File: config.mk
export PLATFORM = sky130hd
export DESIGN_NAME = alux_loader_flat
export DESIGN_NICKNAME = d
export VERILOG_FILES = /design/src/rtl/alux_pkg.sv /design/src/rtl/alux_loader_if.sv /design/src/rtl/alux_ld_timeout.sv /design/src/rtl/alux_loader.sv /design/src/flat_wrapper.sv
export SDC_FILE = /design/constraint.sdc
export NUM_CORES = 1
export LEC_CHECK = 0
export CAP_MARGIN = 25
export CORE_ASPECT_RATIO = 1.1
export CORE_UTILIZATION = 53
export CTS_CLUSTER_DIAMETER = 40
export CTS_CLUSTER_SIZE = 14
export DETAILED_ROUTE_END_ITERATION = 12
export HOLD_SLACK_MARGIN = 0.12
export PLACE_DENSITY = 0.86
export SETUP_SLACK_MARGIN = 0.05
export SLEW_MARGIN = 20
export SYNTH_ARGS = -nofsm -noshare
export SYNTH_HDL_FRONTEND = slang
export SYNTH_SLANG_ARGS = --single-unit
export TNS_END_PERCENT = 30
File: constraint.sdc
create_clock -name clock -period 4.45 [get_ports clock]
set_clock_uncertainty 0.1 [all_clocks]
set_input_delay 0.445 -clock clock [delete_from_list [all_inputs] [get_ports clock]]
set_output_delay 0.445 -clock clock [all_outputs]
set_load 0.02 [all_outputs]
File: src/rtl/alux_pkg.sv
// rtl/alux_pkg.sv - shared encodings and widths for the alux register bank and its loader
package alux_pkg;

  // Register index width of the alux bank (16 registers)
  localparam int REG_IDX_W = 4;
  localparam int LEN_W     = 4;

  typedef logic [REG_IDX_W-1:0] reg_idx_t;
  typedef logic [LEN_W-1:0]     reg_len_t;

  // Burst op, driven unchanged onto the bank's endreg input
  typedef enum logic [1:0] {
    OP_BOTH = 2'b00,
    OP_HI   = 2'b01,
    OP_LO   = 2'b10,
    OP_SWAP = 2'b11
  } op_e;

  // Loader FSM states
  typedef enum logic [1:0] {
    LD_IDLE = 2'b00,
    LD_LO   = 2'b01,
    LD_HI   = 2'b10,
    LD_WR   = 2'b11
  } ld_state_e;

  // State that starts each register of a burst: low beat first for full/low
  // writes, high beat for high-only writes, straight to the write for swaps.
  function automatic ld_state_e first_state(input op_e op);
    case (op)
      OP_BOTH, OP_LO: first_state = LD_LO;
      OP_HI:          first_state = LD_HI;
      default:        first_state = LD_WR;
    endcase
  endfunction

endpackage

File: src/rtl/alux_loader_if.sv
// rtl/alux_loader_if.sv - command, data-beat and bank write-port bundle of the alux loader
interface alux_loader_if;
  import alux_pkg::*;

  // Command channel
  logic        cmd_valid;
  logic        cmd_ready;
  logic [1:0]  cmd_op;
  reg_idx_t    cmd_reg;
  reg_len_t    cmd_len;

  // 32-bit data beat channel
  logic        d_valid;
  logic        d_ready;
  logic [31:0] d_data;

  // alux bank write port
  logic        regwen;
  reg_idx_t    selwreg;
  logic [1:0]  endreg;
  logic [63:0] inA;

  // Status
  logic        busy;
  logic        done;
  logic        err;

  // Loader side
  modport master (
    input  cmd_valid, cmd_op, cmd_reg, cmd_len,
    input  d_valid, d_data,
    output cmd_ready, d_ready,
    output regwen, selwreg, endreg, inA,
    output busy, done, err
  );

  // Host / bank side
  modport slave (
    output cmd_valid, cmd_op, cmd_reg, cmd_len,
    output d_valid, d_data,
    input  cmd_ready, d_ready,
    input  regwen, selwreg, endreg, inA,
    input  busy, done, err
  );

endinterface

File: src/rtl/alux_ld_timeout.sv
// rtl/alux_ld_timeout.sv - clearable saturating idle counter with reached-limit flag
module alux_ld_timeout #(
  parameter int TIMEOUT = 255
) (
  input  logic clock,
  input  logic reset,
  input  logic clr_i,
  input  logic en_i,
  output logic hit_o
);

  localparam logic [15:0] LIMIT = 16'(TIMEOUT);

  logic [15:0] cnt_q, cnt_d;

  // Clear wins over count; the counter parks at the limit so the flag stays up
  always_comb begin
    cnt_d = cnt_q;
    if (clr_i) begin
      cnt_d = '0;
    end else if (en_i && (cnt_q != LIMIT)) begin
      cnt_d = cnt_q + 16'd1;
    end
  end

  // Counter register
  always_ff @(posedge clock or negedge reset) begin
    if (!reset) begin
      cnt_q <= '0;
    end else begin
      cnt_q <= cnt_d;
    end
  end

  assign hit_o = (cnt_q == LIMIT);

endmodule

File: src/rtl/alux_loader.sv
// rtl/alux_loader.sv - burst write master assembling 32-bit beats into alux register writes
module alux_loader
  import alux_pkg::*;
#(
  parameter int TIMEOUT = 255
) (
  input  logic          clock,
  input  logic          reset,
  alux_loader_if.master bus
);

  ld_state_e   state_q, state_d;
  op_e         op_q, op_d;
  reg_idx_t    cur_q, cur_d;
  reg_len_t    rem_q, rem_d;
  logic [63:0] inA_q, inA_d;
  reg_idx_t    selwreg_q;
  logic        regwen_q;
  logic        err_q, err_d;
  logic        cmd_ready_q;

  logic        in_data;
  logic        hit;
  logic        d_ready_c;
  logic        beat;
  logic        cmd_fire;

  assign in_data   = (state_q == LD_LO) || (state_q == LD_HI);
  // Beats are refused in the cycle the abort is taken so none is half-consumed
  assign d_ready_c = in_data && !hit;
  assign beat      = d_ready_c && bus.d_valid;
  assign cmd_fire  = (state_q == LD_IDLE) && cmd_ready_q && bus.cmd_valid;

  alux_ld_timeout #(
    .TIMEOUT (TIMEOUT)
  ) u_timeout (
    .clock (clock),
    .reset (reset),
    .clr_i (beat || (state_d != state_q)),
    .en_i  (in_data),
    .hit_o (hit)
  );

  // Next-state, burst bookkeeping and inA assembly
  always_comb begin
    state_d = state_q;
    op_d    = op_q;
    cur_d   = cur_q;
    rem_d   = rem_q;
    inA_d   = inA_q;
    err_d   = 1'b0;
    case (state_q)
      LD_IDLE: begin
        if (cmd_fire) begin
          op_d    = op_e'(bus.cmd_op);
          cur_d   = bus.cmd_reg;
          rem_d   = bus.cmd_len;
          state_d = first_state(op_e'(bus.cmd_op));
          if (op_e'(bus.cmd_op) == OP_SWAP) begin
            inA_d = '0;
          end
        end
      end
      LD_LO: begin
        if (hit) begin
          err_d   = 1'b1;
          state_d = LD_IDLE;
        end else if (beat) begin
          inA_d[31:0] = bus.d_data;
          if (op_q == OP_LO) begin
            inA_d[63:32] = '0;
            state_d      = LD_WR;
          end else begin
            state_d = LD_HI;
          end
        end
      end
      LD_HI: begin
        if (hit) begin
          err_d   = 1'b1;
          state_d = LD_IDLE;
        end else if (beat) begin
          inA_d[63:32] = bus.d_data;
          if (op_q == OP_HI) begin
            inA_d[31:0] = '0;
          end
          state_d = LD_WR;
        end
      end
      LD_WR: begin
        if (rem_q == '0) begin
          state_d = LD_IDLE;
        end else begin
          rem_d   = rem_q - 4'd1;
          cur_d   = cur_q + 4'd1;
          state_d = first_state(op_q);
        end
      end
      default: begin
        state_d = LD_IDLE;
      end
    endcase
  end

  // State register
  always_ff @(posedge clock or negedge reset) begin
    if (!reset) begin
      state_q <= LD_IDLE;
    end else begin
      state_q <= state_d;
    end
  end

  // Datapath and registered outputs; write-port outputs track the state entered next
  always_ff @(posedge clock or negedge reset) begin
    if (!reset) begin
      op_q        <= OP_BOTH;
      cur_q       <= '0;
      rem_q       <= '0;
      inA_q       <= '0;
      selwreg_q   <= '0;
      regwen_q    <= 1'b0;
      err_q       <= 1'b0;
      cmd_ready_q <= 1'b0;
    end else begin
      op_q        <= op_d;
      cur_q       <= cur_d;
      rem_q       <= rem_d;
      inA_q       <= inA_d;
      regwen_q    <= (state_d == LD_WR);
      err_q       <= err_d;
      cmd_ready_q <= (state_d == LD_IDLE);
      if (state_d == LD_WR) begin
        selwreg_q <= cur_d;
      end
    end
  end

  assign bus.cmd_ready = cmd_ready_q;
  assign bus.d_ready   = d_ready_c;
  assign bus.regwen    = regwen_q;
  assign bus.selwreg   = selwreg_q;
  assign bus.endreg    = op_q;
  assign bus.inA       = inA_q;
  assign bus.busy      = (state_q != LD_IDLE);
  assign bus.done      = (state_q == LD_WR) && (rem_q == '0);
  assign bus.err       = err_q;

endmodule

File: src/flat_wrapper.sv
// flat-port wrapper written by rule: the top's interface ports become plain ports
module alux_loader_flat import alux_pkg::*;
#(
  parameter int TIMEOUT = 255
)
  (clock, reset, bus_cmd_valid, bus_cmd_op, bus_cmd_reg, bus_cmd_len, bus_d_valid, bus_d_data, bus_cmd_ready, bus_d_ready, bus_regwen, bus_selwreg, bus_endreg, bus_inA, bus_busy, bus_done, bus_err);
  alux_loader_if bus_i ();
  input  logic clock;
  input  logic reset;
  input wire logic [$bits(bus_i.cmd_valid)-1:0] bus_cmd_valid;
  input wire logic [$bits(bus_i.cmd_op)-1:0] bus_cmd_op;
  input wire logic [$bits(bus_i.cmd_reg)-1:0] bus_cmd_reg;
  input wire logic [$bits(bus_i.cmd_len)-1:0] bus_cmd_len;
  input wire logic [$bits(bus_i.d_valid)-1:0] bus_d_valid;
  input wire logic [$bits(bus_i.d_data)-1:0] bus_d_data;
  output wire logic [$bits(bus_i.cmd_ready)-1:0] bus_cmd_ready;
  output wire logic [$bits(bus_i.d_ready)-1:0] bus_d_ready;
  output wire logic [$bits(bus_i.regwen)-1:0] bus_regwen;
  output wire logic [$bits(bus_i.selwreg)-1:0] bus_selwreg;
  output wire logic [$bits(bus_i.endreg)-1:0] bus_endreg;
  output wire logic [$bits(bus_i.inA)-1:0] bus_inA;
  output wire logic [$bits(bus_i.busy)-1:0] bus_busy;
  output wire logic [$bits(bus_i.done)-1:0] bus_done;
  output wire logic [$bits(bus_i.err)-1:0] bus_err;
  assign bus_i.cmd_valid = bus_cmd_valid;
  assign bus_i.cmd_op = bus_cmd_op;
  assign bus_i.cmd_reg = bus_cmd_reg;
  assign bus_i.cmd_len = bus_cmd_len;
  assign bus_i.d_valid = bus_d_valid;
  assign bus_i.d_data = bus_d_data;
  assign bus_cmd_ready = bus_i.cmd_ready;
  assign bus_d_ready = bus_i.d_ready;
  assign bus_regwen = bus_i.regwen;
  assign bus_selwreg = bus_i.selwreg;
  assign bus_endreg = bus_i.endreg;
  assign bus_inA = bus_i.inA;
  assign bus_busy = bus_i.busy;
  assign bus_done = bus_i.done;
  assign bus_err = bus_i.err;
  alux_loader #(.TIMEOUT(TIMEOUT)) u_core (.clock(clock), .reset(reset), .bus(bus_i));
endmodule
==> metrics.yaml, run 1 <==
power_and_ir_drop:
  ir_drop_uv: 545.1
  p_comb_share_pct: 57.1
  netSwitchingPower_mw: 2.179
  p_sw_share_pct: 46.73
  leakage_nw: 2.540
  power_frac_clock_pct: 12.2
  power.density_nw_per_um2: 752.9
  p_seq_share_pct: 30.8
  p_int_mw: 2.485
  p_total_mw: 4.664
synthesis:
  synthArstFlopShare_pct: 100.0
  postSynthAreaPerCell_sq_um: 10.61
  synth_nets: 499
  synth_cell_type_count: 55
  yosysWarnings: 0
  synth-edff-count: 0
  syn_area_sq_um: 4731
  synth.ff_latch_count: 99
  syn_inst: 446
  yosysSeqAreaShare_pct: 52.37
  synth_ff_type: "dfrtp_1"
route:
  met1_length_mm: 4.905
  drcViolationCount: 0
  route.met2.wl_mm: 5.771
  ant_nets: 0
  wl_mm: 11.93
  drt-initial-drc-count: 251
  viasPerCell: 6.009
  wl_per_cell_microns: 17.88
  top_layer: "met4"
  vias: 4008
  dr.pass1.iters: 4
  met3_length_microns: 988
floorplanning:
  dieHeight_microns: 101.1
  coreArea_sq_um: 8539
  die_area_sq_um: 9308
  pin_count: 122
  std_cell_rows: 35
  start_util_pct: 55.40
  die_x_microns: 92.08
worst_setup_path:
  cpLargestDelayFamily: "buffers and inverters"
  worst_path_max_delay_cell: "clkdlybuf4s50_1"
  critPathMaxFanout: 43
  cp.required_ns: 3.90
  endpoint_kind: "output port"
  crit_path_start_kind: "flop"
  crit_arrival_ns: 2.76
  cp_cell_sequence: "inv_1, ha_1, buf_4, o41ai_2, buf_4, inv_2, clkdlybuf4s50_1"
  worstSetupPathType: "flop to output port"
  path_buf_inv: 5
  cp_common_cell: "buf_4"
  slowest_delay_ns: 0.60
global_route:
  grt_max_degree: 66
  grt_use_total_pct: 26.79
  grt_pass1_vias: 3947
  grt_overflow_total: 0
  grt_antenna_before_repair: 0
  grt_first_pass_wirelength_mm: 19.42
cells_and_area:
  seqCellArea_sq_um: 2477
  syn_to_final_growth_pct: 30.94
  drive_gt1_share_pct: 7.374
  fin_util_pct: 72.54
  fin_cells: 667
  most-common-layout-cells: "clkdlybuf4s50_1, dfrtp_1, o21ai_0"
  multi_input_area_sq_um: 2032
  nFillCells: 667
  diodes: 0
  finalNetCount: 604
  mostFrequentLayoutCell: "clkdlybuf4s50_1"
placement:
  dpl.hpwl_mm: 8.177
  io_buffers: 121
  dp_worst_setup_slack_ns: 1.477
  gp_congestion: 0.8974
  dp_cells: 649
clock_network:
  cts_resized: 0
  clockBufferDepth: 2
  cts_tree: "done"
  cts_made_buffers: 9
  htreeDepth: 3
  cts_root_buffer: "clkbuf_8"
  insertion_delay_ns: 0.37
  path_clk_slew_ns: 0.10
  cts.sinks: 99
  cts_hold_buf: 1
  cts_setup_buffers: 0
min_path:
  min_path_type: "flop to flop"
sta:
  finalSetupTns_ns: 0
  worst_pin_slew_ns: 0.7962
  period_share_pct: 74.28
  rsz0062_at_grt: "no"
  setup_violations: 0
  finalHoldViolCount: 0
  clock.fmax_mhz: 302.5
  slew_viol_final: 0
  slew_headroom_pct: 46.92
  period_minus_slack_ns: 3.305
  worst_slack_ns: 1.145
run:
  cap_violations: 0
run_status:
  status: "complete, no violations"
==> final cells by class <==
type,instances,area share [%]
multi-input combinational,294,32.80
timing repair buffer,131,20.84
clock buffer,10,2.222
inverter,16,0.9695
clock inverter,6,0.9291
tap,111,2.242
sequential,99,39.99
==> kinds of logic (layout without fill, tap and decap cells) <==
logic type | Yosys count | after routing | share of synthesized area (%)
XOR/XNOR | 15 | 15 | 2.777
flip-flops | 99 | 99 | 52.37
adder cells (fa/ha/maj) | 7 | 7 | 1.851
AND/OR/NAND/NOR | 119 | 119 | 13.57
AO/OA/AOI/OAI | 144 | 144 | 22.27
buffers and inverters | 53 | 163 | 4.972
multiplexers | 9 | 9 | 2.195
==> flip-flops by register name, summed over array words and instances (netlist names) <==
register                flops
u_core.cur_q                4
u_core.bus.endreg           2
u_core.state_q              2
u_core.bus.selwreg          4
u_core.u_timeout.cnt_q     16
u_core.bus.cmd_ready        1
u_core.rem_q                4
u_core.bus.err              1
u_core.bus.inA             64
u_core.bus.regwen           1
==> stage by stage <==
| stage | hold slack, ns | cell area [sq um] |
|---|---|---|
| detailed placement | 0.3821 | 5984 |
| finish | 0.4106 | 6195 |
| global route | 0.4272 | 6195 |
| floorplan | 0.04941 | 4731 |
| CTS | 0.4136 | 6190 |
| global placement | 0.3820 | 5969 |
==> power groups by stage <==
| stage | clock network, mW | registers (mW) | logic (mW) |
|---|---|---|---|
| after CTS | 0.578 | 1.43 | 2.66 |
| final | 0.568 | 1.43 | 2.66 |
| after global routing | 0.609 | 1.47 | 2.87 |
| after floorplan | 0 | 1.74 | 1.37 |
| after detailed placement | 0 | 1.44 | 2.65 |
| after global placement | 0 | 1.43 | 2.55 |
==> worst reg2reg max path, delay by kind of cell (launching register included) <==
kind | cells | cell delay [ns]
and+or+nand+nor | 2 | 0.35
buffers and inverters | 2 | 0.55
DFF | 1 | 0.49
AOI/OAI and AO/OA | 3 | 0.96
adders and majority gates | 1 | 0.32
==> routing by layer <==
metal / GRT usage (%) / vias to the layer above
met5: 0 / -
met4: 9.976 / 0
met3: 8.145 / 25
met2: 43.57 / 155
met1: 33.91 / 1949
li1: - / 1879
==> cell usage after synthesis, types with 2 or more instances <==
| master | count | area share [%] |
|---|---|---|
| nand4_1 | 4 | 0.53 |
| a22o_1 | 32 | 5.9 |
| buf_2 | 8 | 0.85 |
| a21oi_1 | 6 | 0.63 |
| nand2_1 | 12 | 0.95 |
| a21o_1 | 3 | 0.48 |
| mux2_1 | 2 | 0.48 |
| clkbuf_1 | 24 | 1.9 |
| xor2_1 | 2 | 0.37 |
| and3_1 | 2 | 0.26 |
| o31ai_1 | 33 | 5.2 |
| nor3_1 | 23 | 2.4 |
| or4_1 | 2 | 0.32 |
| nand2b_1 | 4 | 0.53 |
| o22ai_1 | 5 | 0.66 |
| a21boi_0 | 2 | 0.32 |
| a32oi_1 | 4 | 0.74 |
| inv_1 | 15 | 1.2 |
| nor3b_1 | 3 | 0.48 |
| and2_1 | 3 | 0.40 |
| mux2_4 | 2 | 0.63 |
| dfrtp_1 | 99 | 52 |
| nand3_1 | 40 | 4.2 |
| a31oi_1 | 4 | 0.53 |
| buf_6 | 3 | 0.71 |
| xnor2_1 | 13 | 2.4 |
| ha_1 | 7 | 1.9 |
| mux2i_1 | 4 | 0.85 |
| o21ai_0 | 42 | 4.4 |
| nor4_1 | 6 | 0.79 |
| a21oi_2 | 2 | 0.37 |
| nor2_1 | 10 | 0.79 |
| nor4_2 | 2 | 0.53 |
| nor2b_1 | 2 | 0.26 |
==> worst paths after layout <==
path	start	to	slack [ns]	cells past startpoint
max	u_core.state_q[0]	bus_d_ready	1.14	7
min reg2reg	u_core.bus.inA[2]	u_core.bus.inA[2]	0.41	1
max in group asynchronous	reset	u_core.cur_q[3]	2.64	3
max reg2reg	u_core.state_q[0]	u_core.u_timeout.cnt_q[0]	1.54	8
min	u_core.bus.inA[2]	u_core.bus.inA[2]	0.41	1
min in group asynchronous	reset	u_core.rem_q[3]	0.53	2
No activity file was read; power rests on OpenSTA's default activity.
==> run 2: changes to the inputs <==
- CORE_UTILIZATION: 53 -> 44
- PLACE_DENSITY: 0.86 -> 0.76
- clock period: 4.45 -> 3 ns (I/O delays scaled with it)
==> run 2 against run 1 <==
Net effect: critical endpoint unchanged; largest power group unchanged; first-iteration DRC count shrank 14%; count of clock-buffer cells in the layout grew 1; utilization fell by 11 points; largest cell class unchanged; register-to-register slack lost 1.3 ns; cell area increased by 3.2%; clock power rose by 110%; via count grew 0.65%.
==> metrics.yaml, run 2 (same netlist as run 1, synthesis figures left out) <==
worst_setup_path:
  crit_arrival_ns: 2.44  # was 2.76 ns
  worst-r2r-cell-count: 8  # unchanged
  r2r_slack_ns: 0.27  # was 1.54 ns
  critPathMaxFanout: 24  # was 43
  cpLargestDelayFamily: "buffers and inverters"  # unchanged
  path_buf_inv: 4  # was 5
  r2r_end: "u_core.u_timeout.cnt_q[12]"  # was u_core.u_timeout.cnt_q[0]
  reg2reg_from: "u_core.state_q[0]"  # unchanged
  worstSetupPathType: "flop to output port"  # unchanged
  worst_path_max_delay_cell: "clkdlybuf4s50_1"  # unchanged
  cp_cell_sequence: "inv_1, ha_1, buf_4, o41ai_2, inv_2, clkdlybuf4s50_1"  # was inv_1, ha_1, buf_4, o41ai_2, buf_4, inv_2, clkdlybuf4s50_1
  cp.required_ns: 2.60  # was 3.90 ns
  endpoint_kind: "output port"  # unchanged
  slowest_delay_ns: 0.61  # was 0.60 ns
  crit_path_start_kind: "flop"  # unchanged
route:
  drt-initial-drc-count: 215  # was 251
  wl_per_cell_microns: 17.11  # was 17.88 microns
  dr.pass1.iters: 4  # unchanged
  drcViolationCount: 0  # unchanged
  wl_mm: 12.03  # was 11.93 mm
  ant_nets: 0  # unchanged
  viasPerCell: 5.738  # was 6.009
  vias: 4034  # was 4008
placement:
  dp_cells: 686  # was 649
  gp_congestion: 0.8918  # was 0.8974
  io_buffers: 121  # unchanged
  dpl.hpwl_mm: 8.026  # was 8.177 mm
  dp_worst_setup_slack_ns: 0.3330  # was 1.477 ns
clock_network:
  cts_hold_buf: 1  # unchanged
  cts_tree: "done"  # unchanged
  cts.sinks: 99  # unchanged
  cts_resized: 0  # unchanged
  cts_made_buffers: 9  # unchanged
  cts_root_buffer: "clkbuf_16"  # was clkbuf_8
  clockBufferDepth: 2  # unchanged
  insertion_delay_ns: 0.34  # was 0.37 ns
  htreeDepth: 3  # unchanged
  cts_setup_buffers: 0  # unchanged
  path_clk_slew_ns: 0.07  # was 0.10 ns
cells_and_area:
  nFillCells: 859  # was 667
  drive_gt1_share_pct: 8.036  # was 7.374%
  diodes: 0  # unchanged
  largest_register_ffs: 64  # unchanged
  mostFrequentLayoutCell: "clkdlybuf4s50_1"  # unchanged
  syn_to_final_growth_pct: 35.07  # was 30.94%
  finalNetCount: 608  # was 604
  fin_cells: 703  # was 667
  most-common-layout-cells: "clkdlybuf4s50_1, dfrtp_1, o21ai_0"  # unchanged
sta:
  finalSetupTns_ns: 0  # unchanged
  worst_slack_ns: 0.1569  # was 1.145 ns
  setup_violations: 0  # unchanged
  clock.fmax_mhz: 351.7
  period_share_pct: 94.77
  slew_headroom_pct: 44.15  # was 46.92%
  rsz0062_at_grt: "no"  # unchanged
  worst_pin_slew_ns: 0.8377  # was 0.7962 ns
  period_minus_slack_ns: 2.843
  finalHoldViolCount: 0  # unchanged
  slew_viol_final: 0  # unchanged
min_path:
  holdPathEnd: "u_core.bus.selwreg[0]"  # was u_core.bus.inA[2]
  worstHoldPathCells: 1  # unchanged
  hp-start: "u_core.bus.selwreg[0]"  # was u_core.bus.inA[2]
  min_path_type: "flop to flop"  # unchanged
global_route:
  grt_overflow_total: 0  # unchanged
  grt_use_total_pct: 23.06  # was 26.79%
  grt_antenna_before_repair: 0  # unchanged
  grt_util_met1_pct: 30.11  # was 33.91%
  grt_pass1_vias: 4195  # was 3947
  use_met3_pct: 6.494  # was 8.145%
  met2_usage_pct: 35.94  # was 43.57%
  top_usage_layer: "met2"  # unchanged
  grt_max_degree: 67  # was 66
  grt_first_pass_wirelength_mm: 20.49  # was 19.42 mm
floorplanning:
  dieHeight_microns: 110.8  # was 101.1 microns
  pin_count: 122  # unchanged
  coreArea_sq_um: 10440  # was 8539 sq um
  std_cell_rows: 39  # was 35
  die_area_sq_um: 11170  # was 9308 sq um
  start_util_pct: 45.30  # was 55.40%
  die_x_microns: 100.9  # was 92.08 microns
run:
  cap_violations: 0  # unchanged
power_and_ir_drop:
  leakage_nw: 2.614  # was 2.540 nW
  power.density_nw_per_um2: 1153  # was 752.9 nW/um^2
  ir_drop_uv: 660.4  # was 545.1 uV
run_status:
  status: "complete, no violations"  # unchanged
-- run 2: per-layer routing --
metal | up-vias | routed length [microns]
li1 | 1892 | -
met1 | 1997 | 5220
met5 | - | 0
met3 | 20 | 854
met4 | 0 | 255
met2 | 125 | 5699
-- run 2: how the worst max path moves through the flow --
stage	start	end	slack, ns	depth (start not counted)
after floorplan	u_core.state_q[0]	u_core.bus.selwreg[0]	0.64	8
after global placement	u_core.state_q[1]	u_core.u_timeout.cnt_q[0]	0.54	8
after detailed placement	u_core.state_q[0]	u_core.u_timeout.cnt_q[3]	0.33	8
after CTS	u_core.state_q[0]	bus_d_ready	0.19	6
after global routing	u_core.state_q[0]	bus_d_ready	0.06	6
final	u_core.state_q[0]	bus_d_ready	0.16	6
-- run 2: per-stage QoR --
step,area [sq um],power (mW),hold WS [ns],util [%]
after global routing,6390,7.828,0.4124,61.19
after detailed placement,6067,6.159,0.3549,58.10
after global placement,6067,6.023,0.3457,58.10
after floorplan,4731,4.609,-0.09559,-
after CTS,6390,7.385,0.4037,61.19
final,6390,7.370,0.4041,61.19
-- run 2: report_power, final --
group | leakage, nW | total [mW] | switching [mW] | internal [mW]
clock network | 0.152 | 1.21 | 0.516 | 0.696
logic | 1.12 | 4.04 | 2.44 | 1.60
registers | 1.35 | 2.12 | 0.313 | 1.81
total | 2.61 | 7.37 | 3.27 | 4.10
-- run 2: cell type report --
type	instances	area [sq um]	share of cell area [%]
timing repair buffer	135	1329	20.79
sequential	99	2477	38.77
clock inverter	5	60.06	0.9399
tap	143	178.9	2.800
inverter	16	60.06	0.9399
clock buffer	11	252.7	3.955
multi-input combinational	294	2032	31.80
